--- src/rtl/tpu_sched_pkg.sv ---
// Shared types and constants for the TPU job scheduler: FSM states, completion
// status codes and the layout of the packed {m,k,n} dims field.
package tpu_sched_pkg;

    typedef enum logic [2:0] {
        StIdle,
        StClear,
        StLaunch,
        StRun,
        StRetire
    } sched_state_e;

    localparam logic [1:0] STAT_OK      = 2'd0;
    localparam logic [1:0] STAT_TIMEOUT = 2'd1;
    localparam logic [1:0] STAT_BADDIM  = 2'd2;

    localparam int unsigned DIMS_W    = 12;
    localparam int unsigned DIM_FW    = 4;
    localparam int unsigned DIM_M_LSB = 8;
    localparam int unsigned DIM_K_LSB = 4;
    localparam int unsigned DIM_N_LSB = 0;

    // Largest k the core's 12-entry skew buffer can absorb.
    localparam int unsigned SKEW_MAX_K = 8;

    function automatic logic dims_bad(input logic [DIMS_W-1:0] dims, input int unsigned max_k);
        logic [DIM_FW-1:0] m, k, n;
        m = dims[DIM_M_LSB +: DIM_FW];
        k = dims[DIM_K_LSB +: DIM_FW];
        n = dims[DIM_N_LSB +: DIM_FW];
        return (m == '0) || (k == '0) || (n == '0) || (32'(k) > max_k);
    endfunction

endpackage

--- src/rtl/sched_job_fifo.sv ---
// Small synchronous descriptor FIFO; pointers carry an extra wrap bit so full
// and empty can be told apart without a separate count.
module sched_job_fifo #(
    parameter int unsigned WIDTH = 8,
    parameter int unsigned DEPTH = 2
) (
    input  logic             clk,
    input  logic             rst_n,
    input  logic             push,
    input  logic [WIDTH-1:0] wdata,
    input  logic             pop,
    output logic [WIDTH-1:0] rdata,
    output logic             full,
    output logic             empty
);

    localparam int unsigned PTR_W = (DEPTH > 1) ? $clog2(DEPTH) : 1;
    localparam logic [PTR_W:0] PTR_ONE = {{PTR_W{1'b0}}, 1'b1};

    logic [WIDTH-1:0] mem [DEPTH];
    logic [PTR_W:0]   wr_ptr, rd_ptr;

    assign empty = (wr_ptr == rd_ptr);
    assign full  = (wr_ptr[PTR_W] != rd_ptr[PTR_W]) &&
                   (wr_ptr[PTR_W-1:0] == rd_ptr[PTR_W-1:0]);
    assign rdata = mem[rd_ptr[PTR_W-1:0]];

    always_ff @(posedge clk or negedge rst_n) begin
        if (!rst_n) begin
            wr_ptr <= '0;
            rd_ptr <= '0;
        end else begin
            if (push && !full) begin
                wr_ptr <= wr_ptr + PTR_ONE;
            end
            if (pop && !empty) begin
                rd_ptr <= rd_ptr + PTR_ONE;
            end
        end
    end

    always_ff @(posedge clk) begin
        if (push && !full) begin
            mem[wr_ptr[PTR_W-1:0]] <= wdata;
        end
    end

endmodule

--- src/rtl/tpu_job_sched.sv ---
// Job scheduler for the 4x4 systolic core: queues descriptors, sequences
// clear/start/run per job, enforces a run timeout and relocates buffer indices.
module tpu_job_sched
    import tpu_sched_pkg::*;
#(
    parameter int unsigned ADDR_W     = 9,
    parameter int unsigned QDEPTH     = 2,
    parameter int unsigned CLR_CYCLES = 2,
    parameter int unsigned TIMEOUT    = 1024,
    parameter int unsigned MAX_K      = SKEW_MAX_K,
    parameter int unsigned ID_W       = 4,
    parameter int unsigned CYC_W      = 16
) (
    input  logic              clk,
    input  logic              rst_n,
    input  logic              job_valid,
    output logic              job_ready,
    input  logic [ID_W-1:0]   job_id,
    input  logic [DIMS_W-1:0] job_dims,
    input  logic [ADDR_W-1:0] job_base_a,
    input  logic [ADDR_W-1:0] job_base_b,
    input  logic [ADDR_W-1:0] job_base_o,
    output logic              core_rst,
    output logic              core_start,
    output logic [DIMS_W-1:0] core_dims,
    input  logic              core_done,
    input  logic [ADDR_W-1:0] core_index_a,
    input  logic [ADDR_W-1:0] core_index_b,
    input  logic [ADDR_W-1:0] core_index_o,
    output logic [ADDR_W-1:0] mem_addr_a,
    output logic [ADDR_W-1:0] mem_addr_b,
    output logic [ADDR_W-1:0] mem_addr_o,
    output logic              cpl_valid,
    input  logic              cpl_ready,
    output logic [ID_W-1:0]   cpl_id,
    output logic [1:0]        cpl_status,
    output logic [CYC_W-1:0]  cpl_cycles,
    output logic              busy
);

    localparam int unsigned DESC_W = ID_W + DIMS_W + 3 * ADDR_W;
    localparam int unsigned CLR_W  = $clog2(CLR_CYCLES + 1);

    sched_state_e      state;
    logic [CLR_W-1:0]  clr_cnt;
    logic [CYC_W-1:0]  run_cnt;
    logic [ADDR_W-1:0] base_a, base_b, base_o;

    logic [DESC_W-1:0] q_wdata, q_rdata;
    logic              q_full, q_empty, q_pop;
    logic [ID_W-1:0]   q_id;
    logic [DIMS_W-1:0] q_dims;
    logic [ADDR_W-1:0] q_base_a, q_base_b, q_base_o;

    assign q_wdata   = {job_id, job_dims, job_base_a, job_base_b, job_base_o};
    assign {q_id, q_dims, q_base_a, q_base_b, q_base_o} = q_rdata;
    assign q_pop     = (state == StIdle) && !q_empty;
    assign job_ready = !q_full;
    assign busy      = (state != StIdle) || !q_empty;

    assign mem_addr_a = base_a + core_index_a;
    assign mem_addr_b = base_b + core_index_b;
    assign mem_addr_o = base_o + core_index_o;

    sched_job_fifo #(
        .WIDTH (DESC_W),
        .DEPTH (QDEPTH)
    ) u_fifo (
        .clk   (clk),
        .rst_n (rst_n),
        .push  (job_valid && job_ready),
        .wdata (q_wdata),
        .pop   (q_pop),
        .rdata (q_rdata),
        .full  (q_full),
        .empty (q_empty)
    );

    always_ff @(posedge clk or negedge rst_n) begin
        if (!rst_n) begin
            state      <= StIdle;
            clr_cnt    <= '0;
            run_cnt    <= '0;
            base_a     <= '0;
            base_b     <= '0;
            base_o     <= '0;
            core_rst   <= 1'b1;
            core_start <= 1'b0;
            core_dims  <= '0;
            cpl_valid  <= 1'b0;
            cpl_id     <= '0;
            cpl_status <= STAT_OK;
            cpl_cycles <= '0;
        end else begin
            unique case (state)
                StIdle: begin
                    core_rst <= 1'b0;
                    if (!q_empty) begin
                        core_dims <= q_dims;
                        base_a    <= q_base_a;
                        base_b    <= q_base_b;
                        base_o    <= q_base_o;
                        cpl_id    <= q_id;
                        if (dims_bad(q_dims, MAX_K)) begin
                            state      <= StRetire;
                            cpl_valid  <= 1'b1;
                            cpl_status <= STAT_BADDIM;
                            cpl_cycles <= '0;
                        end else begin
                            state    <= StClear;
                            core_rst <= 1'b1;
                            clr_cnt  <= '0;
                        end
                    end
                end
                StClear: begin
                    if (clr_cnt == CLR_W'(CLR_CYCLES - 1)) begin
                        state      <= StLaunch;
                        core_rst   <= 1'b0;
                        core_start <= 1'b1;
                        run_cnt    <= '0;
                    end else begin
                        clr_cnt <= clr_cnt + CLR_W'(1);
                    end
                end
                StLaunch: begin
                    core_start <= 1'b0;
                    state      <= StRun;
                end
                StRun: begin
                    // done wins over a coincident timeout; the done cycle is counted
                    if (core_done) begin
                        state      <= StRetire;
                        cpl_valid  <= 1'b1;
                        cpl_status <= STAT_OK;
                        cpl_cycles <= run_cnt + CYC_W'(1);
                    end else if (run_cnt == CYC_W'(TIMEOUT - 1)) begin
                        state      <= StRetire;
                        cpl_valid  <= 1'b1;
                        cpl_status <= STAT_TIMEOUT;
                        cpl_cycles <= CYC_W'(TIMEOUT);
                    end else begin
                        run_cnt <= run_cnt + CYC_W'(1);
                    end
                end
                StRetire: begin
                    if (cpl_ready) begin
                        cpl_valid <= 1'b0;
                        state     <= StIdle;
                    end
                end
                default: state <= StIdle;
            endcase
        end
    end

endmodule

--- config.mk ---
export PLATFORM = sky130hd
export DESIGN_NAME = tpu_job_sched
export DESIGN_NICKNAME = d
export VERILOG_FILES = /design/src/rtl/tpu_sched_pkg.sv /design/src/rtl/sched_job_fifo.sv /design/src/rtl/tpu_job_sched.sv
export SDC_FILE = /design/constraint.sdc
export NUM_CORES = 1
export LEC_CHECK = 0
export CORE_MARGIN = 3
export CORE_UTILIZATION = 39
export DETAILED_ROUTE_END_ITERATION = 8
export PLACE_DENSITY = 0.74
export SLEW_MARGIN = 10
export SYNTH_ARGS = -nofsm -noshare
export SYNTH_HDL_FRONTEND = slang
export SYNTH_SLANG_ARGS = --single-unit
--- constraint.sdc ---
create_clock -name clk -period 4.6 [get_ports clk]
set_input_delay 0.46 -clock clk [delete_from_list [all_inputs] [get_ports clk]]
set_output_delay 0.46 -clock clk [all_outputs]
set_load 0.05 [all_outputs]
* After elaboration in Yosys (flattened, before gate mapping) *
Memories as Yosys holds them, arrays and structs flattened.
Cells that the tools add are included.

storage, ports and cells
  bits in registers = 89
  bits in writable memories = 86
  input bits = 75
  output and inout bits = 66
  logic and storage cells = 111
  memories = 1

cells by class
  $add $sub $neg = 7
  order comparisons = 1
  eq/ne operators = 18
  mux-type cells = 39
  bitwise operators = 1
  reduce and logical (&&, ||, !) cells = 29

memories
  name        words  width  read ports  clocked after memory_dff  write ports  line                  RTL
  u_fifo.mem  2      43     1           0                         1            sched_job_fifo.sv:20  logic [WIDTH-1:0] mem [DEPTH];

operator list
  kind                                                               number
  16-bit 2-to-1 mux                                                  7
  16-bit one-hot mux with 2 select lines                             2
  9-bit adder                                                        3
  3-bit 2-to-1 mux                                                   6
  16-bit by 1-bit adder with 16-bit output, second input constant    1
  16-bit by 10-bit == test with 1-bit output, second input constant  1
  4-bit AND reduction                                                4
  3-bit one-hot mux with 5 select lines                              1
  2-bit 2-to-1 mux                                                   7
  2-bit inequality test, second input constant                       7
  4-bit logical NOT                                                  3
  1-bit 2-to-1 mux                                                   11
  2-bit one-hot mux with 2 select lines                              2
  2-bit nonzero test                                                 4
  2-bit by 1-bit adder with 2-bit output, second input constant      3
  3-bit by 2-bit == test with 1-bit output, second input constant    2
  2-bit AND reduction                                                3
  3-bit nonzero test                                                 2
  1-bit logical AND                                                  5
  5-bit AND reduction                                                1
  4-bit greater-than comparator, second input constant               1
  1-bit logical OR                                                   4
  1-bit one-hot mux with 2 select lines                              2
  3-bit by 1-bit == test with 1-bit output, second input constant    1
  11 further kinds                                                   12

* Logic depth before layout (Yosys ltp) *
Gate-level depths: netlist (run 1).
An unclocked memory read counts as a cell.

  depth after elaboration = 8
  mapped depth = 8

* Cells and area by module *
A second synthesis (run 1) with hierarchy kept.

unflattened totals
  cells, all modules = 585
  area, all modules = 8095.3 sq um

modules (own cells, without submodules)
  module          instances  cells each  area each (sq um)  seq. area each (sq um)
  tpu_job_sched   1          423         4738.3             2128.3
  sched_job_fifo  1          162         3357.0             2682.6

* Worst setup path after synthesis (run 1) *
OpenSTA, ideal clock, no wires.

  path type = register to register
  start point = register u_fifo.rd_ptr[1]
  end point = memory u_fifo.mem[0][0] in the netlist's numbering, enable pin
  library setup time = 0.444 ns
  arrival time = 2.913 ns
  slack = 1.243 ns
  cell stages (with the launch flop) = 5
  path buffers = 0
  cell sequence = dfrtp_1 xor2_1 nand2_1 nand2_1 nor2_1

on the way
  word-level cells in the longest chain between the ends = 7

RTL lines
  item                                        line                  RTL
  start, declared                             sched_job_fifo.sv:21  logic [PTR_W:0] wr_ptr, rd_ptr;
  start signal, assigned                      sched_job_fifo.sv:37  rd_ptr <= rd_ptr + PTR_ONE;
  1-bit inequality test (*)                   sched_job_fifo.sv:24  assign full = (wr_ptr[PTR_W] != rd_ptr[PTR_W]) &&
  1-bit logical AND (*)                       sched_job_fifo.sv:24
  1-bit logical NOT (*)                       tpu_job_sched.sv:58   assign job_ready = !q_full;
  net job_ready                               tpu_job_sched.sv:17   output logic job_ready,
  1-bit logical AND                           tpu_job_sched.sv:71   .push (job_valid && job_ready),
  1-bit logical AND (*)                       sched_job_fifo.sv:43  if (push && !full) begin
  1-bit 2-to-1 mux (*)                        sched_job_fifo.sv:43
  1-bit 2-to-1 mux (not written as such) (*)  sched_job_fifo.sv:44  mem[wr_ptr[PTR_W-1:0]] <= wdata;
  end, declared                               sched_job_fifo.sv:20

The timed path passes the listed nets; every way through them passes the cells marked *.

* Worst setup path after layout (run 1) *
  start point = input core_index_o[0]
  end point = output mem_addr_o[8]

on the way
  word-level cells in the longest chain between the ends = 1

RTL lines
  item             line                 RTL
  start, declared  tpu_job_sched.sv:29  input logic [ADDR_W-1:0] core_index_o,
  9-bit adder      tpu_job_sched.sv:63  assign mem_addr_o = base_o + core_index_o;
  end, declared    tpu_job_sched.sv:32  output logic [ADDR_W-1:0] mem_addr_o,

No other way between the ends.

==> summary.md, run 1 <==
| Metric | Value |
|---|---|
| Register area | 0.00481 mm² |
| N_diodes | 0 |
| Dpl hpwl | between 10 and 15 mm |
| DRC violations left | 0 |
| Max Cap Viol | 0 |
| Placed cells | about 1,000 |
| Peak supply drop | between 0.0008 and 0.0009 V |
| CP Launch Type | input port |
| Syn Area/Cell | about 12 µm² |
| Global-route wire length before repair | approximately 27 mm |
| Chip height | between 100 and 150 µm |
| Clock latency reported for the late side of the worst-skew pair | 0.42 ns |
| Worst EP required | ~4.1 ns |
| Post-synth EDFFs | 86 |
| Num CTS Buffers | 17 |
| Num rows | 51 |
| Starting DRT DRC Count | 211 |
| Final setup skew | about 0.0076 ns |
| Crit end category | output pin |
| H-tree lvl count | 4 |
| Finished Core Util | between 50% and 60% |
| Final-report hold violation count | 0 |
| Ys Warns | 0 |
| Dpl cell area | around 0.0095 mm² |
| Sequential area share after synthesis | about three fifths |
| Outcome | completed |
| Max Freq | approximately 260 MHz |
| Cell depth of the worst flop-to-flop path | 5 |
| GP Congestion | approximately 0.84 |
| Area delta synth->final | 29.1% |
| Syn Nets | 729 |
| Syn Std Cell Area | 0.00779 mm² |
| Antenna Violating Nets Remaining | 0 |
| Crit Path Category | in2out |
| Worst slew pin tran | 1.15 ns |
| Static leakage power | between 4 and 5 nW |
| Post-CTS Setup Inserts | 0 |
| Share of cells above drive strength 1 | 6.43% |
| Final period util | 83.7% |
| Initial Utilization | between 30% and 40% |
| RSZ-0062 raised after global routing | false |
| R2R setup slack | just under 2 ns |
| Core ar. | around 0.02 mm² |
| Largest net degree at the start of global routing | 90 |
| Pwr per Cell Area | ~770 mW/mm² |
| # clock sinks | ~180 |
| WL per Instance | 15.9 µm |
| Post-route setup TNS | 0 ns |
| Footprint of the multi-input gates | 0.00284 mm² |
| Number of global-route vias before repair | slightly above 5,000 |
| Clk buf depth | 2 |
| Design area | around 0.01 mm² |
| Syn Inst Count | ~630 |
| Routed wire length | ~17 mm |
| Reg2reg end | cpl_cycles[10] |
| Yosys cell types | 50 |
| Post-CTS Resized | 0 |
| Finish-stage setup viols | 0 |
| # fillers | 1,722 |
| Slew Viols, Final | 0 |
| Port bufs | 140 |
| Hold Slack | around 0.019 ns |
| Hold_buf cts | 0 |
| Root Buffer | clkbuf_16 |
| I/O pin count | approximately 140 |
| Gr ovfl total | 0 |
| RR Startpoint | u_fifo.rd_ptr[0] |
| Crit-path max FO | 2 |
| Crit path DAT | between 3 and 4 ns |
| Global-route usage over all layers | between 10% and 20% |
| Fin cells | 1,043 |
| Ys async rst share | 50.9% |
| Die area | 0.0217 mm² |
| Die X | approximately 150 µm |
| Clock transition at the registers of the reported paths | 0.07 ns |
| DR vias/cell | 4.98 |
| Vias | roughly 5,200 |
| Post-synth top flop | dfrtp_1 |
| Tmin final | between 3 and 4 ns |
| CTS tree | built |
| Initial antenna violation count | 1 |
| Relative slew slack | 23.3% |
| Nets | 869 |
| Seq cells post-synth | ~180 |
| Worst Hold Class | in2async |
| Drt first pass iters | 4 |
[cell type report]
class / instances / share of cell area, %
multi-input combinational: 412 / 28.2
timing repair buffer: 145 / 14.3
clock buffer: 18 / 4.37
clock inverter: 14 / 1.42
sequential: 175 / 47.9
inverter: 14 / 0.523
tap: 265 / 3.30
[through the flow]
step,setup slack [ns],power [mW]
final,0.749,7.76
after global routing,0.613,8.26
after CTS,0.728,7.86
after detailed placement,0.740,6.44
after global placement,0.767,6.36
after floorplan,1.24,5.26
[synthesized netlist by cell type (all sizes together) (5+ instances only)]
cell type	n	area, µm²
nor4	6	37.5
mux2i	44	440
xor2	15	131
nor2	27	101
dfrtp	88	2200
edfxtp	86	2580
ha	26	325
o41ai	5	43.8
and3	6	37.5
inv	14	52.6
clkbuf	18	67.6
a31oi	8	56.3
a21oi	21	113
buf	6	30.0
nand2	72	270
nor3	14	70.1
a21o	6	45.0
nand3	7	35.0
a22o	15	131
o21ai	60	300
xnor2	31	272
[where the power goes]
group / total (mW) / switching [mW] / leakage [nW] / internal, mW
logic: 3.86 / 2.50 / 1.86 / 1.35
registers: 2.50 / 0.296 / 1.94 / 2.21
clock network: 1.41 / 0.667 / 0.287 / 0.740
total: 7.76 / 3.47 / 4.09 / 4.30
[logic make-up after synthesis]
logic type / Yosys count / share of synthesized area, %
AO/OA/AOI/OAI: 138 / 11.3
XOR/XNOR: 46 / 5.17
adder cells (fa/ha/maj): 29 / 4.95
flip-flops: 175 / 61.8
multiplexers: 46 / 5.94
buffers and inverters: 38 / 1.93
AND/OR/NAND/NOR: 153 / 8.95
[sequential cells by signal, summed over array words and instances (netlist names), 3 cells and up]
register and count:
base_a 9, base_b 9, base_o 9, core_dims 12
cpl_cycles 16, cpl_id 4, run_cnt 16, state 3
u_fifo.mem 86
[how the worst max path moves through the flow]
stage                           from               end  slack [ns]
floorplan           u_fifo.rd_ptr[1]  u_fifo.mem[0][0]        1.24
global placement     core_index_b[0]     mem_addr_b[8]        0.77
detailed placement   core_index_b[0]     mem_addr_b[8]        0.74
CTS                  core_index_o[0]     mem_addr_o[8]        0.73
global route         core_index_b[0]     mem_addr_b[8]        0.61
finish               core_index_o[0]     mem_addr_o[8]        0.75
[layer usage]
metal / track usage, % / part of all wire [%] / wire length, µm
met3: 3.79 / 3.1 / 516
met4: 4.94 / 1.3 / 216
met1: 20.5 / 45 / 7530
met5: 0 / 0.078 / 13
met2: 26.2 / 50 / 8330
[cell usage in the layout (no fill, tap or decap), types with 7 or more instances in the layout]
cell type,count
clkdlybuf4s50_1,139
dfrtp_1,87
edfxtp_1,86
nand2_1,72
o21ai_0,55
mux2i_1,44
xnor2_1,31
nor2_1,26
ha_1,26
a21oi_1,19
clkbuf_16,17
xor2_1,15
a22o_1,15
inv_1,14
nor3_1,14
a31oi_1,7
nand3_1,7
inv_8,7
[critical path, stage by stage]
cell	delay, ns
clkdlybuf4s50_1	0.40
ha_1	0.23
fa_1	0.41
a21o_1	0.19
a21oi_1	0.22
o21ai_0	0.17
o41ai_1	0.34
xnor2_1	0.16
clkdlybuf4s50_1	0.81
Note: power is estimated with default switching activity, not from simulation.
==> inputs of run 2 (changes only) <==
==> constraint.sdc (replaced) <==
create_clock -name clk -period 3.9 [get_ports clk]
set_input_delay 0.39 -clock clk [delete_from_list [all_inputs] [get_ports clk]]
set_output_delay 0.39 -clock clk [all_outputs]
set_load 0.05 [all_outputs]
==> summary.md, run 2 (synthesized netlist as in run 1, its figures left out) <==
| Metric | Value |
|---|---|
| Vias | 5,294 (+1.9%) |
| Worst EP required | 3.51 ns (-0.63 ns) |
| Dpl hpwl | 12.0 mm (+2.5%) |
| Final setup skew | 0.00984 ns (+0.00228 ns) |
| Sequential share of power | 32.4% (+0.2 points) |
| DRC violations left | 0 (unchanged) |
| Area delta synth->final | 28.9% |
| Worst slew pin tran | 0.939 ns (-0.211 ns) |
| Core ar. | 0.0195 mm² (unchanged) |
| R2R setup slack | 1.20 ns (-0.78 ns) |
| Static leakage power | 4.08 nW (-0.17%) |
| Hold Slack | 0.106 ns (+0.0869 ns) |
| I/O pin count | 141 (unchanged) |
| Clock group share of total power | 17.3% (-0.8 points) |
| Commonest non-fill, non-tap cells in the layout | clkdlybuf4s50_1, dfrtp_1, edfxtp_1 |
| Buf/Inv on CP | 1 (-1) |
| CP Launch Type | flop |
| Logic pwr share | 50.2% (+0.5 points) |
| N_diodes | 0 (unchanged) |
| CTS tree | built |
| Dpl cell area | 0.00949 mm² (+0.18%) |
| Starting DRT DRC Count | 256 (+21%) |
| Num CTS Buffers | 17 (unchanged) |
| Relative slew slack | 37.4% (+14 points) |
| Clk buf depth | 2 (unchanged) |
| Global-route wire length before repair | 27.3 mm (+1.5%) |
| Max incr delay on CP | 0.82 ns (about the same) |
| Place WS | 0.406 ns (-0.334 ns) |
| RR Startpoint | u_fifo.rd_ptr[0] |
| Final-report hold violation count | 0 (unchanged) |
| Finish-stage setup viols | 0 (unchanged) |
| Largest net degree at the start of global routing | 73 (-19%) |
| Most common cell after layout, fill and taps aside | clkdlybuf4s50_1 |
| # clock sinks | 175 (unchanged) |
| Hold_buf cts | 0 (unchanged) |
| Antenna Violating Nets Remaining | 0 (unchanged) |
| Critical path's slowest cell | clkdlybuf4s50_1 |
| Peak supply drop | 0.000549 V (-33%) |
| Die area | 0.0217 mm² (unchanged) |
| Crit path DAT | 3.10 ns (-0.29 ns) |
| Gr ovfl total | 0 (unchanged) |
| Crit Path Category | reg2out |
| Nets | 872 (+0.35%) |
| Share of cells above drive strength 1 | 6.79% (+0.36 points) |
| DR vias/cell | 5.06 (+1.7%) |
| Post-CTS Resized | 0 (unchanged) |
| Initial Utilization | 39.9% (unchanged) |
| Largest register FFs | 86 (unchanged) |
| H-tree lvl count | 4 (unchanged) |
| Post-CTS Setup Inserts | 0 (unchanged) |
| Design area | 0.0100 mm² (-0.16%) |
| Port bufs | 140 (unchanged) |
| Final period util | between 80% and 90% |
| Crit path max-delay family | buffers and inverters |
| Max Cap Viol | 0 (unchanged) |
| RSZ-0062 raised after global routing | false |
| Max Freq | ~290 MHz |
| Root Buffer | clkbuf_16 |
| Clock latency reported for the late side of the worst-skew pair | 0.43 ns (about the same) |
| Cell internal pwr | 5.06 mW (+18%) |
| Die X | 147 µm (unchanged) |
| WL per Instance | 16.1 µm (+1.2%) |
| Clock transition at the registers of the reported paths | 0.06 ns (about the same) |
| Post-route setup TNS | 0 ns (unchanged) |
| Crit-path max FO | 2 (unchanged) |
| Reg2reg end | cpl_cycles[10] |
| Global-route usage over all layers | 16.1% (+0.33 points) |
| # fillers | 1,719 (-0.17%) |
| Tmin final | roughly 3.5 ns |
| Net Switching | 4.07 mW (+17%) |
| Routed wire length | 16.9 mm (+1.5%) |
| Outcome | completed |
| Fin worst setup slack | 0.405 ns (-0.344 ns) |
| Pwr per Cell Area | 909 mW/mm² (+18%) |
| Worst Hold Class | in2async |
| CP startpoint | base_b[0] |
| Chip height | 147 µm (unchanged) |
| Num rows | 51 (unchanged) |
| Cell depth of the worst flop-to-flop path | 5 (unchanged) |
| Drt first pass iters | 5 (+1) |
| GP Congestion | 0.838 (-0.49%) |
| Slew Viols, Final | 0 (unchanged) |
| Number of global-route vias before repair | 5,310 (+2.9%) |
| Critical-path cell list | ha_1 -> fa_1 -> a21o_1 -> a21oi_1 -> o21ai_0 -> nor2_1 -> xnor2_1 -> clkdlybuf4s50_1 |
| Crit end category | output pin |
| Initial antenna violation count | 1 (unchanged) |
| Sw Ratio | 44.6% (-0.078 points) |
==> run 2: worst max-delay path by stage <==
stage,slack (ns),depth (start not counted),to
final,0.41,8,mem_addr_b[6]
after CTS,0.36,8,mem_addr_b[6]
after floorplan,0.54,4,u_fifo.mem[0][0]
after global placement,0.44,9,mem_addr_b[6]
after detailed placement,0.41,9,mem_addr_b[6]
after global routing,0.19,8,mem_addr_b[6]
==> run 2: through the flow <==
stage / utilization (%) / total power [mW] / cells
floorplan: - / 6.20 / 625
global placement: 48.6 / 7.53 / 1014
detailed placement: 48.6 / 7.63 / 1014
CTS: 51.4 / 9.25 / 1046
global route: 51.4 / 9.70 / 1046
finish: 51.4 / 9.12 / 1046
==> run 2: per-layer routing <==
layer	GRT usage, %	vias up	share of wire (%)
met5	0	-	0.077
met4	6.01	2	2.1
met3	3.76	28	4.2
met2	26.8	124	50
met1	20.6	2553	44
li1	-	2587	-
==> run 2: area by class of cell <==
| cell class | instances | area (µm²) | share of cell area [%] |
|---|---|---|---|
| inverters | 14 | 52.6 | 0.524 |
| clock inverters | 12 | 101 | 1.01 |
| multi-input cells | 412 | 2840 | 28.3 |
| repair buffers | 148 | 1450 | 14.5 |
| well taps | 265 | 332 | 3.30 |
| flip-flops and latches | 175 | 4810 | 47.9 |
| clock buffers | 20 | 447 | 4.45 |
==> run 2: power by group through the flow <==
| stage | Clock [mW] | Sequential [mW] | Combinational [mW] |
|---|---|---|---|
| 2_1_floorplan | 0 | 3.23 | 2.97 |
| 3_3_place_gp | 0 | 2.98 | 4.55 |
| 3_5_place_dp | 0 | 3.00 | 4.63 |
| 4_1_cts | 1.63 | 2.97 | 4.65 |
| 5_1_grt | 1.71 | 3.03 | 4.96 |
| 6_report | 1.58 | 2.96 | 4.58 |
==> run 2: worst reg2reg max path, stage by stage, from the launching register on <==
cell,delay (ns)
dfrtp_2,0.80
xnor2_1,0.21
nor2b_1,0.35
nor2b_1,0.19
a21oi_2,0.64
mux2_1,0.38
==> inputs of run 3 (changes only) <==
==> constraint.sdc (replaced) <==
create_clock -name clk -period 3.9 [get_ports clk]
set_input_delay 0.975 -clock clk [delete_from_list [all_inputs] [get_ports clk]]
set_output_delay 0.975 -clock clk [all_outputs]
set_load 0.05 [all_outputs]
==> summary.md, run 3 (synthesized netlist as in run 1, its figures left out) <==
| Metric | Value |
|---|---|
| Largest net degree at the start of global routing | 55 (-25%) |
| Relative slew slack | 45.4% (+8.0 points) |
| Critical-path cell list | clkdlybuf4s50_1 -> ha_1 -> a21o_1 -> a21oi_2 -> o21ai_2 -> o41ai_2 -> xnor2_1 -> bufbuf_16 |
| DR vias/cell | 4.95 (-2.1%) |
| Final period util | 98.0% (+8.4 points) |
| Max Freq | 262 MHz (-8.6%) |
| WL per Instance | 16.2 µm (+0.25%) |
| Max incr delay on CP | 0.42 ns (-0.40 ns) |
| Initial antenna violation count | 1 (unchanged) |
| Finished Core Util | 53.9% (+2.5 points) |
| Crit-path max FO | 2 (unchanged) |
| Crit Path Category | in2out |
| Vias | 5,250 (-0.83%) |
| Largest register FFs | 86 (unchanged) |
| Post-route setup TNS | 0 ns (unchanged) |
| Static leakage power | 4.33 nW (+6.1%) |
| Clock latency reported for the late side of the worst-skew pair | 0.42 ns (about the same) |
| Die X | 147 µm (unchanged) |
| Clk buf depth | 2 (unchanged) |
| R2R setup slack | 1.34 ns (+0.14 ns) |
| Worst Hold Class | reg2reg |
| Global-route usage over all layers | 16.3% (+0.20 points) |
| Port bufs | 140 (unchanged) |
| Hold_buf cts | 0 (unchanged) |
| Gr ovfl total | 0 (unchanged) |
| Slew Viols, Final | 0 (unchanged) |
| Nets | 885 (+1.5%) |
| Tmin final | 3.82 ns (+0.328 ns) |
| Core ar. | 0.0195 mm² (unchanged) |
| Die area | 0.0217 mm² (unchanged) |
| Worst EP required | 2.92 ns (-0.59 ns) |
| Max Cap Viol | 0 (unchanged) |
| Crit path max-delay family | buffers and inverters |
| CTS tree | built |
| H-tree lvl count | 4 (unchanged) |
| Place WS | -0.455 ns (-0.861 ns) |
| I/O pin count | 141 (unchanged) |
| Antenna Violating Nets Remaining | 0 (unchanged) |
| # fillers | 1,680 (-2.3%) |
| Critical path's slowest cell | clkdlybuf4s50_1 |
| Chip height | 147 µm (unchanged) |
| Dpl hpwl | 12.1 mm (+1.2%) |
| Num CTS Buffers | 17 (unchanged) |
| Outcome | completed |
| Buf/Inv on CP | 2 (+1) |
| Global-route wire length before repair | 27.9 mm (+2.3%) |
| Crit path DAT | 2.85 ns (-0.25 ns) |
| Finish-stage setup viols | 0 (unchanged) |
| Fin worst setup slack | 0.0769 ns (-0.328 ns) |
| RSZ-0062 raised after global routing | false |
| Root Buffer | clkbuf_16 |
| Num rows | 51 (unchanged) |
| Peak supply drop | 0.000509 V (-7.4%) |
| Starting DRT DRC Count | 270 (+5.5%) |
| Number of global-route vias before repair | 5,351 (+0.77%) |
| Routed wire length | 17.1 mm (+1.6%) |
| GP Congestion | 0.814 (-2.9%) |
| Clock transition at the registers of the reported paths | 0.06 ns (about the same) |
| DRC violations left | 0 (unchanged) |
| Worst slew pin tran | 0.819 ns (-0.120 ns) |
| Final-report hold violation count | 0 (unchanged) |
| # clock sinks | 175 (unchanged) |
| Initial Utilization | 39.9% (unchanged) |
| Area delta synth->final | 35.1% |
| CP Launch Type | input port |
| Crit end category | output pin |
| Commonest non-fill, non-tap cells in the layout | clkdlybuf4s50_1, dfrtp_1, edfxtp_1 |
| Most common cell after layout, fill and taps aside | clkdlybuf4s50_1 |
| Pwr per Cell Area | 962 mW/mm² (+5.8%) |
| Drt first pass iters | 4 (-1) |
| Final setup skew | 0.0125 ns (+0.00263 ns) |
| Share of cells above drive strength 1 | 13.6% (+6.8 points) |
==> run 3: cell types whose count changed in the layout (fill, tap and decap cells not counted), sizes merged, moves of 2 or more <==
cell / before / now
inv: 20 / 16
clkinv: 4 / 8
clkdlybuf4s50: 137 / 110
bufbuf: 0 / 2
dlygate4sd2: 0 / 3
buf: 11 / 46
==> run 3: stage by stage <==
stage          area, µm²  power, mW  hold WS, ns  cells
2_1_floorplan       7790       6.20        0.454    625
3_3_place_gp        9820       8.31        0.463   1022
3_5_place_dp        9820       8.40        0.474   1022
4_1_cts            10500       10.2        0.488   1058
5_1_grt            10500       10.7        0.504   1059
6_report           10500       10.1        0.480   1060
==> run 3: timing repair <==
action / CTS / global route
buffers inserted: 4 / 1
hold endpoints to repair: 0 / 0
endpoints found under the setup margin: 8 / 7
resized for setup: 35 / 3
cloned: 0 / 0
pin swaps: 25 / 9
==> run 3: layout make-up <==
| cell class | instances | area [µm²] | area share, % |
|---|---|---|---|
| antenna | 1 | 2.50 | 0.0238 |
| clock buffer | 20 | 437 | 4.15 |
| clock inverter | 12 | 115 | 1.09 |
| inverter | 14 | 52.6 | 0.500 |
| multi-input combinational | 412 | 2940 | 27.9 |
| sequential | 175 | 4810 | 45.7 |
| tap | 265 | 332 | 3.15 |
| timing repair buffer | 161 | 1830 | 17.4 |
==> run 3: per-layer routing <==
layer	track usage (%)	share of wire, %	vias to the layer above
li1	-	-	2608
met1	20.2	44	2528
met2	28.3	51	98
met3	3.82	3.9	16
met4	4.89	1.1	0
met5	0	0	-
==> run 3: worst min-delay path, stage by stage, from the launching register on <==
cell	delay, ns
dfrtp_1	0.34
nand2_1	0.04
o21ai_0	0.06
==> run 3: final timing paths <==
| kind | endpoint | depth (start not counted) | start |
|---|---|---|---|
| max reg2reg | cpl_cycles[10] | 7 | u_fifo.rd_ptr[0] |
| min | core_dims[5] | 2 | core_dims[5] |
| min reg2reg | core_dims[5] | 2 | core_dims[5] |
| max in group asynchronous | cpl_cycles[5] | 2 | rst_n |
| max | mem_addr_b[8] | 8 | core_index_b[2] |
| min in group asynchronous | cpl_cycles[8] | 1 | rst_n |
==> run 3: power breakdown <==
part           total [mW]  switching (mW)  internal (mW)
Combinational        5.62            3.24           2.39
Sequential           2.90           0.305           2.60
Clock                1.59           0.709          0.886
